$ cat src/rtl/rv_timer_pkg.sv
// Shared definitions for the rv_timer block: register offsets, control bit
// positions, the register-select enum and a byte-lane merge helper.
package rv_timer_pkg;

    typedef logic [31:0] u32_t;
    typedef logic [3:0]  u4_t;

    // Byte offsets of the timer registers inside the 32-byte window
    localparam logic [4:0] TMR_CTRL   = 5'h00;
    localparam logic [4:0] TMR_STAT   = 5'h04;
    localparam logic [4:0] TMR_PERIOD = 5'h08;
    localparam logic [4:0] TMR_COUNT  = 5'h0C;
    localparam logic [4:0] TMR_PRESC  = 5'h10;
    localparam logic [4:0] TMR_MTIME  = 5'h14;
    localparam logic [4:0] TMR_RSV6   = 5'h18;
    localparam logic [4:0] TMR_RSV7   = 5'h1C;

    // CTRL and STAT bit indices
    localparam int CTRL_EN   = 0;
    localparam int CTRL_AUTO = 1;
    localparam int CTRL_IE   = 2;
    localparam int STAT_EXP  = 0;

    // Word select taken from adr[4:2]
    typedef enum logic [2:0] {
        REG_CTRL   = 3'd0,
        REG_STAT   = 3'd1,
        REG_PERIOD = 3'd2,
        REG_COUNT  = 3'd3,
        REG_PRESC  = 3'd4,
        REG_MTIME  = 3'd5,
        REG_RSV6   = 3'd6,
        REG_RSV7   = 3'd7
    } tmr_reg_e;

    // Replace only the bytes selected by the expanded write mask
    function automatic u32_t lane_merge(input u32_t old_v, input u32_t new_v, input u32_t mask);
        return (old_v & ~mask) | (new_v & mask);
    endfunction

endpackage

$ cat src/rtl/rv_timer_prescaler.sv
// Prescaler for rv_timer: counts 0..presc while enabled and emits a one-cycle
// tick on the compare match. Held at zero while disabled or when cleared.
module rv_timer_prescaler #(
    parameter int PRESC_W = 16
) (
    input  logic               clk,
    input  logic               reset,
    input  logic               en,
    input  logic [PRESC_W-1:0] presc,
    input  logic               clr,
    output logic               tick
);

    logic [PRESC_W-1:0] pcnt_reg;
    logic [PRESC_W-1:0] pcnt_next;

    // The tick uses the current compare value; a PRESC write only restarts the count
    assign tick = en & (pcnt_reg == presc);

    // Next prescaler count: restart on clear, disable or wrap
    always_comb begin
        pcnt_next = pcnt_reg + 1'b1;
        if (clr || !en || tick) begin
            pcnt_next = '0;
        end
    end

    // Prescaler count register
    always_ff @(posedge clk) begin
        if (reset) begin
            pcnt_reg <= '0;
        end else begin
            pcnt_reg <= pcnt_next;
        end
    end

endmodule

$ cat src/rtl/rv_timer.sv
// rv_timer: memory-mapped interval timer with a prescaled 32-bit down-counter
// (one-shot or auto-reload), a sticky expiry flag with level interrupt, and a
// free-running 32-bit cycle counter (MTIME).
module rv_timer
    import rv_timer_pkg::*;
#(
    parameter int PRESC_W = 16
) (
    input  logic        clk,
    input  logic        reset,
    input  logic [4:0]  adr,
    input  logic        cs,
    input  logic        rdy,
    input  logic [3:0]  we,
    input  logic        re,
    input  logic [31:0] dw,
    output logic [31:0] dr,
    output logic        irq
);

    // Architectural state
    logic               en_reg,     en_next;
    logic               auto_reg,   auto_next;
    logic               ie_reg,     ie_next;
    logic               exp_reg,    exp_next;
    logic [31:0]        period_reg, period_next;
    logic [31:0]        count_reg,  count_next;
    logic [PRESC_W-1:0] presc_reg,  presc_next;
    logic [31:0]        mtime_reg;

    // Bus decode
    tmr_reg_e    sel;
    logic        wr_en;
    logic        wr_ctrl, wr_stat, wr_period, wr_count, wr_presc;
    logic [31:0] wmask;
    logic [31:0] presc_ext;
    logic [31:0] presc_merge;
    logic [31:0] rd_data;

    // Counter events
    logic tick;
    logic expire;

    // Byte offset bits never select anything; the timer is word-addressed
    logic unused_bits;
    assign unused_bits = ^{adr[1:0], presc_merge};

    // Expand per-lane write enables into a 32-bit mask
    genvar gi;
    generate
        for (gi = 0; gi < 4; gi++) begin : g_lane
            assign wmask[gi*8 +: 8] = {8{we[gi]}};
        end
    endgenerate

    assign sel       = tmr_reg_e'(adr[4:2]);
    assign wr_en     = cs & rdy & (we != 4'b0000);
    assign wr_ctrl   = wr_en & (sel == REG_CTRL);
    assign wr_stat   = wr_en & (sel == REG_STAT);
    assign wr_period = wr_en & (sel == REG_PERIOD);
    assign wr_count  = wr_en & (sel == REG_COUNT);
    assign wr_presc  = wr_en & (sel == REG_PRESC);

    assign presc_ext   = 32'(presc_reg);
    assign presc_merge = lane_merge(presc_ext, dw, wmask);

    rv_timer_prescaler #(
        .PRESC_W (PRESC_W)
    ) u_prescaler (
        .clk   (clk),
        .reset (reset),
        .en    (en_reg),
        .presc (presc_reg),
        .clr   (wr_presc),
        .tick  (tick)
    );

    assign expire = tick & (count_reg == 32'd0);

    // Next-state for control, status and counter registers; CPU writes override hardware updates
    always_comb begin
        en_next     = en_reg;
        auto_next   = auto_reg;
        ie_next     = ie_reg;
        exp_next    = exp_reg;
        period_next = period_reg;
        count_next  = count_reg;
        presc_next  = presc_reg;

        // One-shot expiry stops the timer unless software rewrites EN this cycle
        if (expire && !auto_reg) begin
            en_next = 1'b0;
        end
        if (wr_ctrl && we[0]) begin
            en_next   = dw[CTRL_EN];
            auto_next = dw[CTRL_AUTO];
            ie_next   = dw[CTRL_IE];
        end

        // Set has priority over write-1-to-clear
        if (wr_stat && we[0] && dw[STAT_EXP]) begin
            exp_next = 1'b0;
        end
        if (expire) begin
            exp_next = 1'b1;
        end

        if (wr_period) begin
            period_next = lane_merge(period_reg, dw, wmask);
        end

        // Decrement or reload on tick; a COUNT write discards that update
        if (tick) begin
            if (count_reg != 32'd0) begin
                count_next = count_reg - 32'd1;
            end else if (auto_reg) begin
                count_next = period_reg;
            end
        end
        if (wr_count) begin
            count_next = lane_merge(count_reg, dw, wmask);
        end

        if (wr_presc) begin
            presc_next = presc_merge[PRESC_W-1:0];
        end
    end

    // Read mux; reserved words and unused bits read as zero
    always_comb begin
        rd_data = 32'd0;
        case (sel)
            REG_CTRL:   rd_data = {29'd0, ie_reg, auto_reg, en_reg};
            REG_STAT:   rd_data = {31'd0, exp_reg};
            REG_PERIOD: rd_data = period_reg;
            REG_COUNT:  rd_data = count_reg;
            REG_PRESC:  rd_data = presc_ext;
            REG_MTIME:  rd_data = mtime_reg;
            REG_RSV6:   rd_data = 32'd0;
            REG_RSV7:   rd_data = 32'd0;
            default:    rd_data = 32'd0;
        endcase
    end

    // State update, cycle counter, registered read data and interrupt
    always_ff @(posedge clk) begin
        if (reset) begin
            en_reg     <= 1'b0;
            auto_reg   <= 1'b0;
            ie_reg     <= 1'b0;
            exp_reg    <= 1'b0;
            period_reg <= 32'hffff_ffff;
            count_reg  <= 32'd0;
            presc_reg  <= '0;
            mtime_reg  <= 32'd0;
            dr         <= 32'd0;
            irq        <= 1'b0;
        end else begin
            en_reg     <= en_next;
            auto_reg   <= auto_next;
            ie_reg     <= ie_next;
            exp_reg    <= exp_next;
            period_reg <= period_next;
            count_reg  <= count_next;
            presc_reg  <= presc_next;
            mtime_reg  <= mtime_reg + 32'd1;
            dr         <= (cs && re) ? rd_data : 32'd0;
            // Follows the registered flags, so it rises one cycle after EXP is set
            irq        <= exp_reg & ie_reg;
        end
    end

endmodule

$ cat config.mk
export PLATFORM = sky130hd
export DESIGN_NAME = rv_timer
export DESIGN_NICKNAME = d
export VERILOG_FILES = /design/src/rtl/rv_timer_pkg.sv /design/src/rtl/rv_timer_prescaler.sv /design/src/rtl/rv_timer.sv
export SDC_FILE = /design/constraint.sdc
export NUM_CORES = 1
export LEC_CHECK = 0
export ABC_AREA = 0
export CORE_MARGIN = 1.5
export CORE_UTILIZATION = 40
export CTS_CLUSTER_DIAMETER = 50
export DETAILED_ROUTE_END_ITERATION = 16
export MAX_ROUTING_LAYER = met4
export PLACE_DENSITY_LB_ADDON = 0.1
export SLEW_MARGIN = 10
export SYNTH_ARGS = -nofsm -noshare
export SYNTH_HDL_FRONTEND = slang
export SYNTH_SLANG_ARGS = --single-unit
$ cat constraint.sdc
create_clock -name clk -period 3.75 [get_ports clk]
set_input_delay 0.75 -clock clk [delete_from_list [all_inputs] [get_ports clk]]
set_output_delay 0.75 -clock clk [all_outputs]
set_load 0.01 [all_outputs]
# == After elaboration in Yosys (flattened, before gate mapping) ==
# Cells that the tools add are included.
# classes
addsub,3
n_mux,9
n_eq_ne,8
n_reduce_logical,21
bitwise_logic,19
# ops
op,count
32-bit case mux with 7 select lines,1
32-bit 2-to-1 mux,4
32-bit bitwise AND,3
32-bit OR,2
"32-bit by 1-bit adder with 32-bit output, second input constant",1
32-bit zero test,1
32-bit inverter,1
32-bit nonzero test,1
"32-bit by 1-bit subtractor with 32-bit output, second input constant",1
"16-bit by 1-bit adder with 16-bit output, second input constant",1
16-bit bitwise AND,1
16-bit == test,1
16-bit OR,1
"3-bit == test, second input constant",4
1-bit bitwise AND,10
"3-bit by 2-bit == test with 1-bit output, second input constant",2
2-bit nonzero test,3
2-bit OR reduction,3
1-bit logical AND,5
1-bit 2-to-1 mux,4
4-bit nonzero test,1
"3-bit by 1-bit == test with 1-bit output, second input constant",1
3-bit zero test,1
3-bit nonzero test,1
other kinds (4),6
# totals
ff_bits,165
out_inout_bits,33

# == Longest topological paths before layout ==
# Gate-level depths: netlist (run 1).
# depth
word_depth,7
mapped_depth,10
depth_no_buf,7

# == By module ==
# Synthesis (run 1) repeated with hierarchy kept, for this count alone.
# unflattened
cells_unflattened,975
area_unflattened_um2,8241.7
# modules_own_cells
mod,seq_area_each_um2,cells_each,area_each_um2,instances
rv_timer,2982.9,874,7315.8,1
rv_timer_prescaler,320.3,101,925.9,1

# == Worst setup path after synthesis (run 1) ==
# OpenSTA, ideal clock, no wires.
# synth_path
path_type,input to register
start,in we[0]
end,reg with a tool-made name
t_arrival_ns,2.564
stages,8
path_slack_ns,1.107
setup_time_ns,0.079
path_cell_list,nor4_1 > or3_1 > clkbuf_1 > nand3_1 > nor3_1 > clkbuf_1 > o211ai_1 > a211oi_2
# synth_lines
element,line,text
start: declaration,rv_timer.sv:14,"input logic [3:0] we,"

==> out/summary.txt, run 1 <==
startpoint type of the worst setup path -> input port
P_int -> 2.96 mW
vias in the first global route -> 6945
port bufs -> 76
Final Routed Wirelength -> 24100 microns
Yosys top cell area share -> 0.406
Synth Warn # -> 0
CP Max Fanout -> 12
Starting Density -> 0.413
I/O pin count -> 79
min Tclk post-route -> 2.84 ns
Remaining DRCs -> 0
combinational power share -> 0.124
P_leak -> 3.72 nW
total CTS buffers -> 17
endpoint class of the critical path -> flop
cells on worst reg2reg path -> 8
Avg Inst Size Synth -> 8.35 sq um
die area -> 21200 sq um
layout cell share with drive strength beyond 1 -> 0.0901
maximum clock rate -> 352 MHz
slowest stage delay, CP -> 0.56 ns
area grow syn2layout -> 19.1%
initial drt markers -> 534
initial antenna violation count -> 0
Clock transition at path regs -> 0.06 ns
worst-skew pair later-pin latency -> 0.43 ns
Initial DRT Pass Iterations -> 7
Overflow after GRT -> 0
Post-synth ARST share -> 0
crit path cell chain -> clkdlybuf4s50_1, nor4_1, nor3_1, or4_1, buf_4, a311o_1, a31oi_1
synthesized cell area -> 8140 sq um
pwr/cell area -> 416 nW/um^2
ys flop type -> dfxtp_1
final total power -> 4.03 mW
Setup Skew -> 0.00912 ns
Final Max Slew Viols -> 0
RSZ-0062 raised after global routing -> no
cts hold-fix bufs -> 0
Die Y -> 146 microns
sequential share of the synthesized area -> 0.406
flop-to-flop setup slack -> 0.97 ns
Max Root-Sink Buffers -> 2
final setup TNS -> 0 ns
Final GP Congestion -> 0.836
DPL Wire Length -> 16900 microns
Setup CP Type -> input port to flop
Horiz. Die Dim -> 146 microns
Wirelength per Cell -> 18.4 microns
pin count of the biggest net entering global routing -> 55
H-Tree Depth -> 4
Synth area leader -> dfxtp_1
Final Hold Fails -> 0
Max Cap Viol -> 0
Netlist cell types -> 63
Root Driver -> clkbuf_16
via count -> 7269
Final Setup Violations -> 0
Slew headroom -> 0.449
Final nets -> 1080
hold path cells -> 2
Sink Count -> 165
CTS tree -> built
number of synthesized flops with an enable pin -> 0
minimum hold slack -> 0.484 ns
Switching Fraction -> 0.264
core region area -> 19700 sq um
syn nets -> 1025
Total GRT Usage -> 0.240
arrival time worst endpoint -> 3.18 ns
ant diodes -> 0
first-pass GRT wire length -> 39100 microns
num rows -> 51
most frequent cell after synthesis -> dfxtp_1
Final period util -> 0.757
via/cell ratio -> 5.56
Synth area leaders -> dfxtp_1 41%, nand2_1 6.1%, nor2_1 5.9%
Flop pwr share -> 0.444
status -> complete, no violations
slowest stage cell, crit path -> clkdlybuf4s50_1
Syn Inst Count -> 975
top cells by count, synth -> 165 x dfxtp_1, 132 x nand2_1, 128 x nor2_1
Post-DRT Antenna Nets -> 0
Clock power frac -> 0.432
NetSw -> 1.06 mW
Critical Path RT -> 4.10 ns
Worst Max-Slew Pin Slew -> 0.823 ns
setup bufs post-CTS -> 0
Yosys reg bits -> 165
Worst Hold Class -> flop to flop
Max VDD drop -> 0.000313 V
Resized Gates After CTS -> 0
## power groups by stage
stage	registers [mW]	clock network [mW]	logic, mW
finish	1.79	1.74	0.498
global route	1.79	1.83	0.549
CTS	1.79	1.76	0.498
detailed placement	1.83	0	0.496
global placement	1.83	0	0.496
floorplan	1.82	0	0.350
## cells by family after synthesis
| family | share of synthesized area |
|---|---|
| compound gates | 0.149 |
| mux | 0.0529 |
| buf+inv | 0.0391 |
| fa+ha+maj | 0.00615 |
| simple gates | 0.263 |
| xor+xnor | 0.0840 |
| flops | 0.406 |
## area by class of cell
type / count / area, sq um
fill: 1903 / 10000
multi-input combinational: 739 / 4520
sequential: 165 / 3300
timing repair buffer: 99 / 923
clock buffer: 20 / 447
tap: 265 / 332
clock inverter: 12 / 130
inverter: 8 / 30.0
## metrics by stage
| step | instance area (sq um) | std cells | util | worst slack (ns) |
|---|---|---|---|---|
| 3_3_place_gp | 9110 | 1276 | 0.462 | 0.600 |
| 5_1_grt | 9690 | 1308 | 0.491 | 0.798 |
| 2_1_floorplan | 8140 | 975 | - | 1.11 |
| 4_1_cts | 9690 | 1308 | 0.491 | 0.980 |
| 6_report | 9690 | 1308 | 0.491 | 0.912 |
| 3_5_place_dp | 9110 | 1276 | 0.462 | 0.552 |
## worst max path at each step
stage | end | startpoint
2_1_floorplan | flop | we[0]
3_5_place_dp | flop | we[1]
5_1_grt | flop | we[1]
3_3_place_gp | flop | we[1]
6_report | flop | we[1]
4_1_cts | flop | we[1]
## worst max-delay path, delay by kind of cell
kind                   cells  cell delay (ns)
AND/OR/NAND/NOR            3             1.18
buffers and inverters      2             0.78
AO/OA/AOI/OAI              2             0.46
## layout by cell type, fill, tap and decap left out, drive strengths merged, types with 3 or more instances in the layout
cell / count
xnor2: 29
mux2: 16
clkbuf: 20
dfxtp: 165
nor4: 17
nand4: 17
a21oi: 26
a22o: 12
inv: 9
clkdlybuf4s50: 74
o32ai: 3
o211ai: 15
a31oi: 9
nor2: 128
nand3: 56
and2: 6
and4: 10
buf: 25
a222oi: 13
and3: 11
or3: 9
a211oi: 16
xor2: 49
or4: 4
ha: 4
mux2i: 25
nand2b: 4
clkinv: 7
o221a: 8
nor2b: 5
o21ai: 31
nor3: 36
o21a: 3
a311oi: 3
a22oi: 16
nand2: 132
## per-layer routing
metal | wire (microns) | GRT usage | vias up
met5 | 0 | - | -
met4 | 281 | 0.0592 | 0
met3 | 1370 | 0.0364 | 26
met2 | 10800 | 0.357 | 206
met1 | 11600 | 0.340 | 3443
li1 | - | - | 3594
Power figures use the tool's default switching activity.
==> inputs of run 2 (changes only) <==
Clock period 3.75 ns to 2.3 ns, I/O delays scaled along.
==> run 2 against run 1 <==
Compared with the run above:
- the run now ends with setup timing left
- sequential share of layout area decreased by 3.9 points
- clock power increased by 59%
- sequential power increased by 63%
- wire length increased by 9.1%
- cell area increased by 13%
- core utilization increased by 6.5 points
- largest power group unchanged
==> out/summary.txt, run 2 (synthesis results as in run 1) <==
Flop pwr share -> 0.420 (-0.024)
arrival time worst endpoint -> 2.67 ns (-0.51 ns)
Final Max Slew Viols -> 0 (unchanged)
final setup TNS -> -1.02 ns (-1.02 ns)
cell family with most CP delay -> simple AND/OR/NAND/NOR gates
Total GRT Usage -> 0.254 (+0.0141)
slowest stage cell, crit path -> or4b_2
Switching Fraction -> 0.266 (+0.00224)
Starting Density -> 0.413 (unchanged)
cell mode on critical path -> buf_4
pin count of the biggest net entering global routing -> 55 (unchanged)
P_leak -> 4.45 nW (+20%)
flop-to-flop setup slack -> -0.08 ns (-1.05 ns)
status -> finished with violations
port bufs -> 76 (unchanged)
via/cell ratio -> 5.56 (+0.13%)
vias in the first global route -> 7527 (+8.4%)
Horiz. Die Dim -> 146 microns (unchanged)
Setup Skew -> 0.00666 ns (-0.00246 ns)
maximum clock rate -> 419 MHz
RSZ-0062 raised after global routing -> yes
WP depth -> 8 (+1)
Setup CP Type -> flop to flop
num rows -> 51 (unchanged)
slowest stage delay, CP -> 0.63 ns (+0.07 ns)
initial antenna violation count -> 0 (unchanged)
Max VDD drop -> 0.000477 V (+53%)
layout cell share with drive strength beyond 1 -> 0.218 (+0.128)
cells on worst reg2reg path -> 8 (unchanged)
total CTS buffers -> 17 (unchanged)
Root Driver -> clkbuf_16
most common cell after layout, fill and taps aside -> dfxtp_1
Clock power frac -> 0.398 (-0.034)
NetSw -> 1.84 mW (+74%)
Sink Count -> 165 (unchanged)
endpoint class of the critical path -> flop
crit path cell chain -> or3_4, buf_4, or4b_2, nor3_1, buf_4, nor4_1, o211ai_1, a31oi_1
Final GP Congestion -> 0.881 (+5.4%)
worst-skew pair later-pin latency -> 0.43 ns (about the same)
Initial DRT Pass Iterations -> 8 (+1)
Worst Max-Slew Pin Slew -> 0.726 ns (-0.0969 ns)
area grow syn2layout -> 34.8%
DPL Wire Length -> 18600 microns (+9.8%)
Clock transition at path regs -> 0.06 ns (about the same)
Critical Path RT -> 2.59 ns (-1.51 ns)
Final Routed Wirelength -> 26200 microns (+9.1%)
I/O pin count -> 79 (unchanged)
Fillers -> 1807 (-5.0%)
ant diodes -> 0 (unchanged)
Wirelength per Cell -> 18.5 microns (+0.33%)
H-Tree Depth -> 4 (unchanged)
Remaining DRCs -> 0 (unchanged)
Post-DRT Antenna Nets -> 0 (unchanged)
core region area -> 19700 sq um (unchanged)
Buf/Inv on CP -> 2 (unchanged)
startpoint type of the worst setup path -> flop
Max Cap Viol -> 0 (unchanged)
dpl cell area -> 10000 sq um (+9.9%)
final non-filler cell area -> 11000 sq um (+13%)
cts hold-fix bufs -> 0 (unchanged)
pwr/cell area -> 632 nW/um^2 (+52%)
combinational power share -> 0.182 (+0.058)
commonest non-fill, non-tap cells in the layout -> 161 x dfxtp_1, 127 x nor2_1, 125 x nand2_1
Slew headroom -> 0.516 (+0.0676)
Max Root-Sink Buffers -> 2 (unchanged)
Place WS -> -0.370 ns (-0.921 ns)
Final Hold Fails -> 0 (unchanged)
min Tclk post-route -> 2.38 ns
Setup WS post-layout -> -0.0839 ns (-0.996 ns)
die area -> 21200 sq um (unchanged)
Final nets -> 1197 (+11%)
first-pass GRT wire length -> 41500 microns (+5.9%)
initial drt markers -> 741 (+39%)
Die Y -> 146 microns (unchanged)
CP Max Fanout -> 2 (-10)
failing checks -> setup timing
via count -> 7913 (+8.9%)
Worst Hold Class -> flop to flop
CTS tree -> built
P_int -> 5.09 mW (+72%)
Overflow after GRT -> 0 (unchanged)
Final Setup Violations -> 23 (+23)
Final period util -> 1.04
==> run 2: tightest hold or removal path: cells and delay by family, from the launching register on <==
| kind | cells | cell delay, ns |
|---|---|---|
| flip-flops | 1 | 0.32 |
| AND/OR/NAND/NOR | 2 | 0.12 |
==> run 2: layout make-up <==
type	count	area (sq um)	area share
multi-input combinational	740	4780	0.436
clock buffer	20	447	0.0407
sequential	165	3310	0.302
tap	265	332	0.0302
clock inverter	9	106	0.00970
timing repair buffer	215	1970	0.179
inverter	8	30.0	0.00274
==> run 2: worst min path at each step <==
stage / from / endpoint / slack, ns / depth (start not counted)
floorplan: mtime_reg[0] / mtime_reg[0] / 0.44 / 1
global route: flop / flop / 0.51 / 2
global placement: flop / flop / 0.47 / 2
CTS: reset / dr[2] / 0.49 / 5
detailed placement: flop / flop / 0.48 / 2
finish: flop / flop / 0.49 / 2
==> run 2: metrics by stage <==
step | power, mW | std cells | utilization | hold slack (ns)
finish | 6.93 | 1422 | 0.556 | 0.489
global placement | 3.97 | 1382 | 0.508 | 0.471
floorplan | 3.55 | 975 | - | 0.438
detailed placement | 3.97 | 1382 | 0.508 | 0.480
CTS | 6.84 | 1418 | 0.542 | 0.490
global route | 7.18 | 1422 | 0.556 | 0.513
==> run 2: repair_timing <==
action	4_1_cts	5_1_grt
cloned	3	2
buffers inserted	4	2
endpoints found under the hold margin	0	0
endpoints found under the setup margin	28	32
gates resized for setup	14	59
pin swaps	4	11
==> run 2: power by group through the flow <==
stage / sequential (mW) / combinational [mW] / clock, mW
final: 2.91 / 1.26 / 2.76
after global routing: 2.91 / 1.33 / 2.93
after CTS: 2.91 / 1.11 / 2.82
after detailed placement: 2.97 / 0.992 / 0
after global placement: 2.97 / 0.996 / 0
after floorplan: 2.97 / 0.574 / 0
==> run 2: metal layers <==
metal	GRT usage	part of all wire
met5	-	0
met3	0.0439	0.056
met2	0.374	0.44
met4	0.0684	0.018
met1	0.358	0.49
==> inputs of run 3 (changes only) <==
Settings changed: ABC_AREA 0 to 1, SLEW_MARGIN 10 to default.
==> run 3 against run 2 <==
Compared with the run above:
- the flow now finishes without violations
- sequential power about the same
- sequential cell count is the same
- global-route usage grew 1.0 points
- total power increased by 3.6%
- combinational power up 8%
- largest cell class unchanged
- highest routed layer unchanged
==> out/summary.txt, run 3 <==
status -> complete, no violations
Setup Skew -> 0.0107 ns (+0.00400 ns)
Synth Warn # -> 0 (unchanged)
min Tclk post-route -> 2.07 ns (-0.316 ns)
Setup WS post-layout -> 0.232 ns (+0.316 ns)
Reg area -> 3300 sq um (-0.15%)
DPL Wire Length -> 23000 microns (+24%)
Die Y -> 154 microns (+6.0%)
initial antenna violation count -> 0 (unchanged)
Yosys reg bits -> 165 (unchanged)
number of synthesized flops with an enable pin -> 0 (unchanged)
num rows -> 55 (+7.8%)
pwr/cell area -> 647 nW/um^2 (+2.4%)
Syn Inst Count -> 1417 (+45%)
dpl cell area -> 10500 sq um (+5.1%)
Initial DRT Pass Iterations -> 5 (-3)
Final Hold Fails -> 0 (unchanged)
pin count of the biggest net entering global routing -> 66 (+20%)
Resized Gates After CTS -> 0 (-14)
Netlist cell types -> 44 (-30%)
Setup CP Type -> flop to flop
Critical Path RT -> 2.67 ns (+0.08 ns)
sequential share of the synthesized area -> 0.361 (-0.0453)
Clock power frac -> 0.405 (+0.007)
port bufs -> 76 (unchanged)
Horiz. Die Dim -> 154 microns (+6.0%)
Worst Max-Slew Pin Slew -> 0.610 ns (-0.116 ns)
NetSw -> 2.31 mW (+25%)
Remaining DRCs -> 0 (unchanged)
Fillers -> 2322 (+29%)
area grow syn2layout -> 21.2%
Max Cap Viol -> 0 (unchanged)
combinational power share -> 0.189 (+0.007)
maximum clock rate -> 484 MHz (+15%)
arrival time worst endpoint -> 2.44 ns (-0.23 ns)
Sink Count -> 165 (unchanged)
most frequent cell after synthesis -> nand2_1
H-Tree Depth -> 4 (unchanged)
Overflow after GRT -> 0 (unchanged)
Synth area leader -> dfxtp_1
Place WS -> -0.0344 ns (+0.335 ns)
first-pass GRT wire length -> 47600 microns (+15%)
Switching Fraction -> 0.322 (+0.0559)
die area -> 23800 sq um (+12%)
Flop pwr share -> 0.406 (-0.014)
core region area -> 22600 sq um (+14%)
setup bufs post-CTS -> 0 (-4)
via/cell ratio -> 5.17 (-7.1%)
ant diodes -> 0 (unchanged)
Total GRT Usage -> 0.264 (+0.00997)
endpoint class of the critical path -> flop
Layout Cells excl Fill -> 1820 (+28%)
Final Util -> 0.492 (-0.0644)
Post-synth ARST share -> 0 (unchanged)
Max VDD drop -> 0.000476 V (-0.18%)
Yosys top cell area share -> 0.361 (-0.0453)
vias in the first global route -> 8744 (+16%)
Final period util -> 0.899 (-0.137)
initial drt markers -> 652 (-12%)
placed cells -> 1788 (+29%)
Wirelength per Cell -> 16.5 microns (-11%)
final setup TNS -> 0 ns (+1.02 ns)
most common cell after layout, fill and taps aside -> nand2_1
minimum hold slack -> 0.470 ns (-0.0188 ns)
Final Routed Wirelength -> 30000 microns (+14%)
Final Setup Violations -> 0 (-100%)
Clock transition at path regs -> 0.08 ns (+0.02 ns)
layout cell share with drive strength beyond 1 -> 0.0977 (-0.120)
final total power -> 7.18 mW (+3.6%)
worst-skew pair later-pin latency -> 0.44 ns (about the same)
Final Max Slew Viols -> 0 (unchanged)
Worst Hold Class -> flop to flop
startpoint type of the worst setup path -> flop
area of the multi-input gates -> 4960 sq um (+3.8%)
Avg Inst Size Synth -> 6.46 sq um (-23%)
Max Root-Sink Buffers -> 2 (unchanged)
syn nets -> 1467 (+43%)
P_leak -> 5.11 nW (+15%)
cts hold-fix bufs -> 0 (unchanged)
CTS tree -> built
RSZ-0062 raised after global routing -> no
Root Driver -> clkbuf_16
CP Max Fanout -> 8 (+6)
total CTS buffers -> 17 (unchanged)
Synth area leaders -> dfxtp_1 36%, nand2_1 14%, nor2_1 9.3%
via count -> 9408 (+19%)
P_int -> 4.87 mW (-4.3%)
final non-filler cell area -> 11100 sq um (+1.2%)
top cells by count, synth -> 350 x nand2_1, 226 x nor2_1, 165 x dfxtp_1
Starting Density -> 0.406 (-0.00689)
commonest non-fill, non-tap cells in the layout -> 350 x nand2_1, 226 x nor2_1, 165 x dfxtp_1
synthesized cell area -> 9160 sq um (+13%)
Final nets -> 1572 (+31%)
I/O pin count -> 79 (unchanged)
Post-DRT Antenna Nets -> 0 (unchanged)
Final GP Congestion -> 0.941 (+6.9%)
ys flop type -> dfxtp_1
Slew headroom -> 0.590 (+0.0736)
==> run 3: power groups by stage <==
stage | logic, mW | registers, mW | clock network (mW)
5_1_grt | 1.50 | 2.92 | 3.07
3_5_place_dp | 1.34 | 2.98 | 0
6_report | 1.36 | 2.92 | 2.91
3_3_place_gp | 1.34 | 2.98 | 0
4_1_cts | 1.35 | 2.92 | 2.95
2_1_floorplan | 0.888 | 2.98 | 0
==> run 3: final cells by class <==
| type | instances | area share |
|---|---|---|
| sequential | 165 | 0.297 |
| timing repair buffer | 126 | 0.111 |
| inverter | 177 | 0.0601 |
| clock buffer | 19 | 0.0408 |
| multi-input combinational | 1035 | 0.447 |
| clock inverter | 13 | 0.0116 |
| tap | 285 | 0.0321 |
==> run 3: critical path, cell delays in order (launching register included) <==
cell and delay (ns):
dfxtp_1 0.30, inv_1 0.18, ha_1 0.26, nand3_1 0.09, nor2_1 0.11, nand2_1 0.09
nor2_4 0.11, nand3_2 0.15, nand2_2 0.12, nor2_4 0.04, buf_12 0.14, nor2_4 0.20
nor2_1 0.07, nor2_1 0.11
==> run 3: worst paths after layout <==
kind,depth (start not counted),startpoint,end,slack (ns)
setup / recovery,13,flop,flop,0.23
hold / removal,2,ie_reg,irq,0.47
setup reg to reg,13,flop,flop,0.23
hold reg to reg,2,ie_reg,irq,0.47
==> run 3: logic make-up after synthesis <==
| logic type | after synthesis | share of synthesized area |
|---|---|---|
| buffers and inverters | 217 | 0.0974 |
| adders and majority gates | 4 | 0.00546 |
| and+or+nand+nor | 793 | 0.385 |
| AOI/OAI and AO/OA | 224 | 0.138 |
| DFF | 165 | 0.361 |
| xor gates and xnor gates | 14 | 0.0134 |
==> run 3: per-layer routing <==
layer,GRT usage,part of all wire,vias up
met5,-,0,-
met4,0.0994,0.032,0
met3,0.0317,0.048,49
met2,0.428,0.46,273
met1,0.339,0.46,4266
li1,-,-,4820
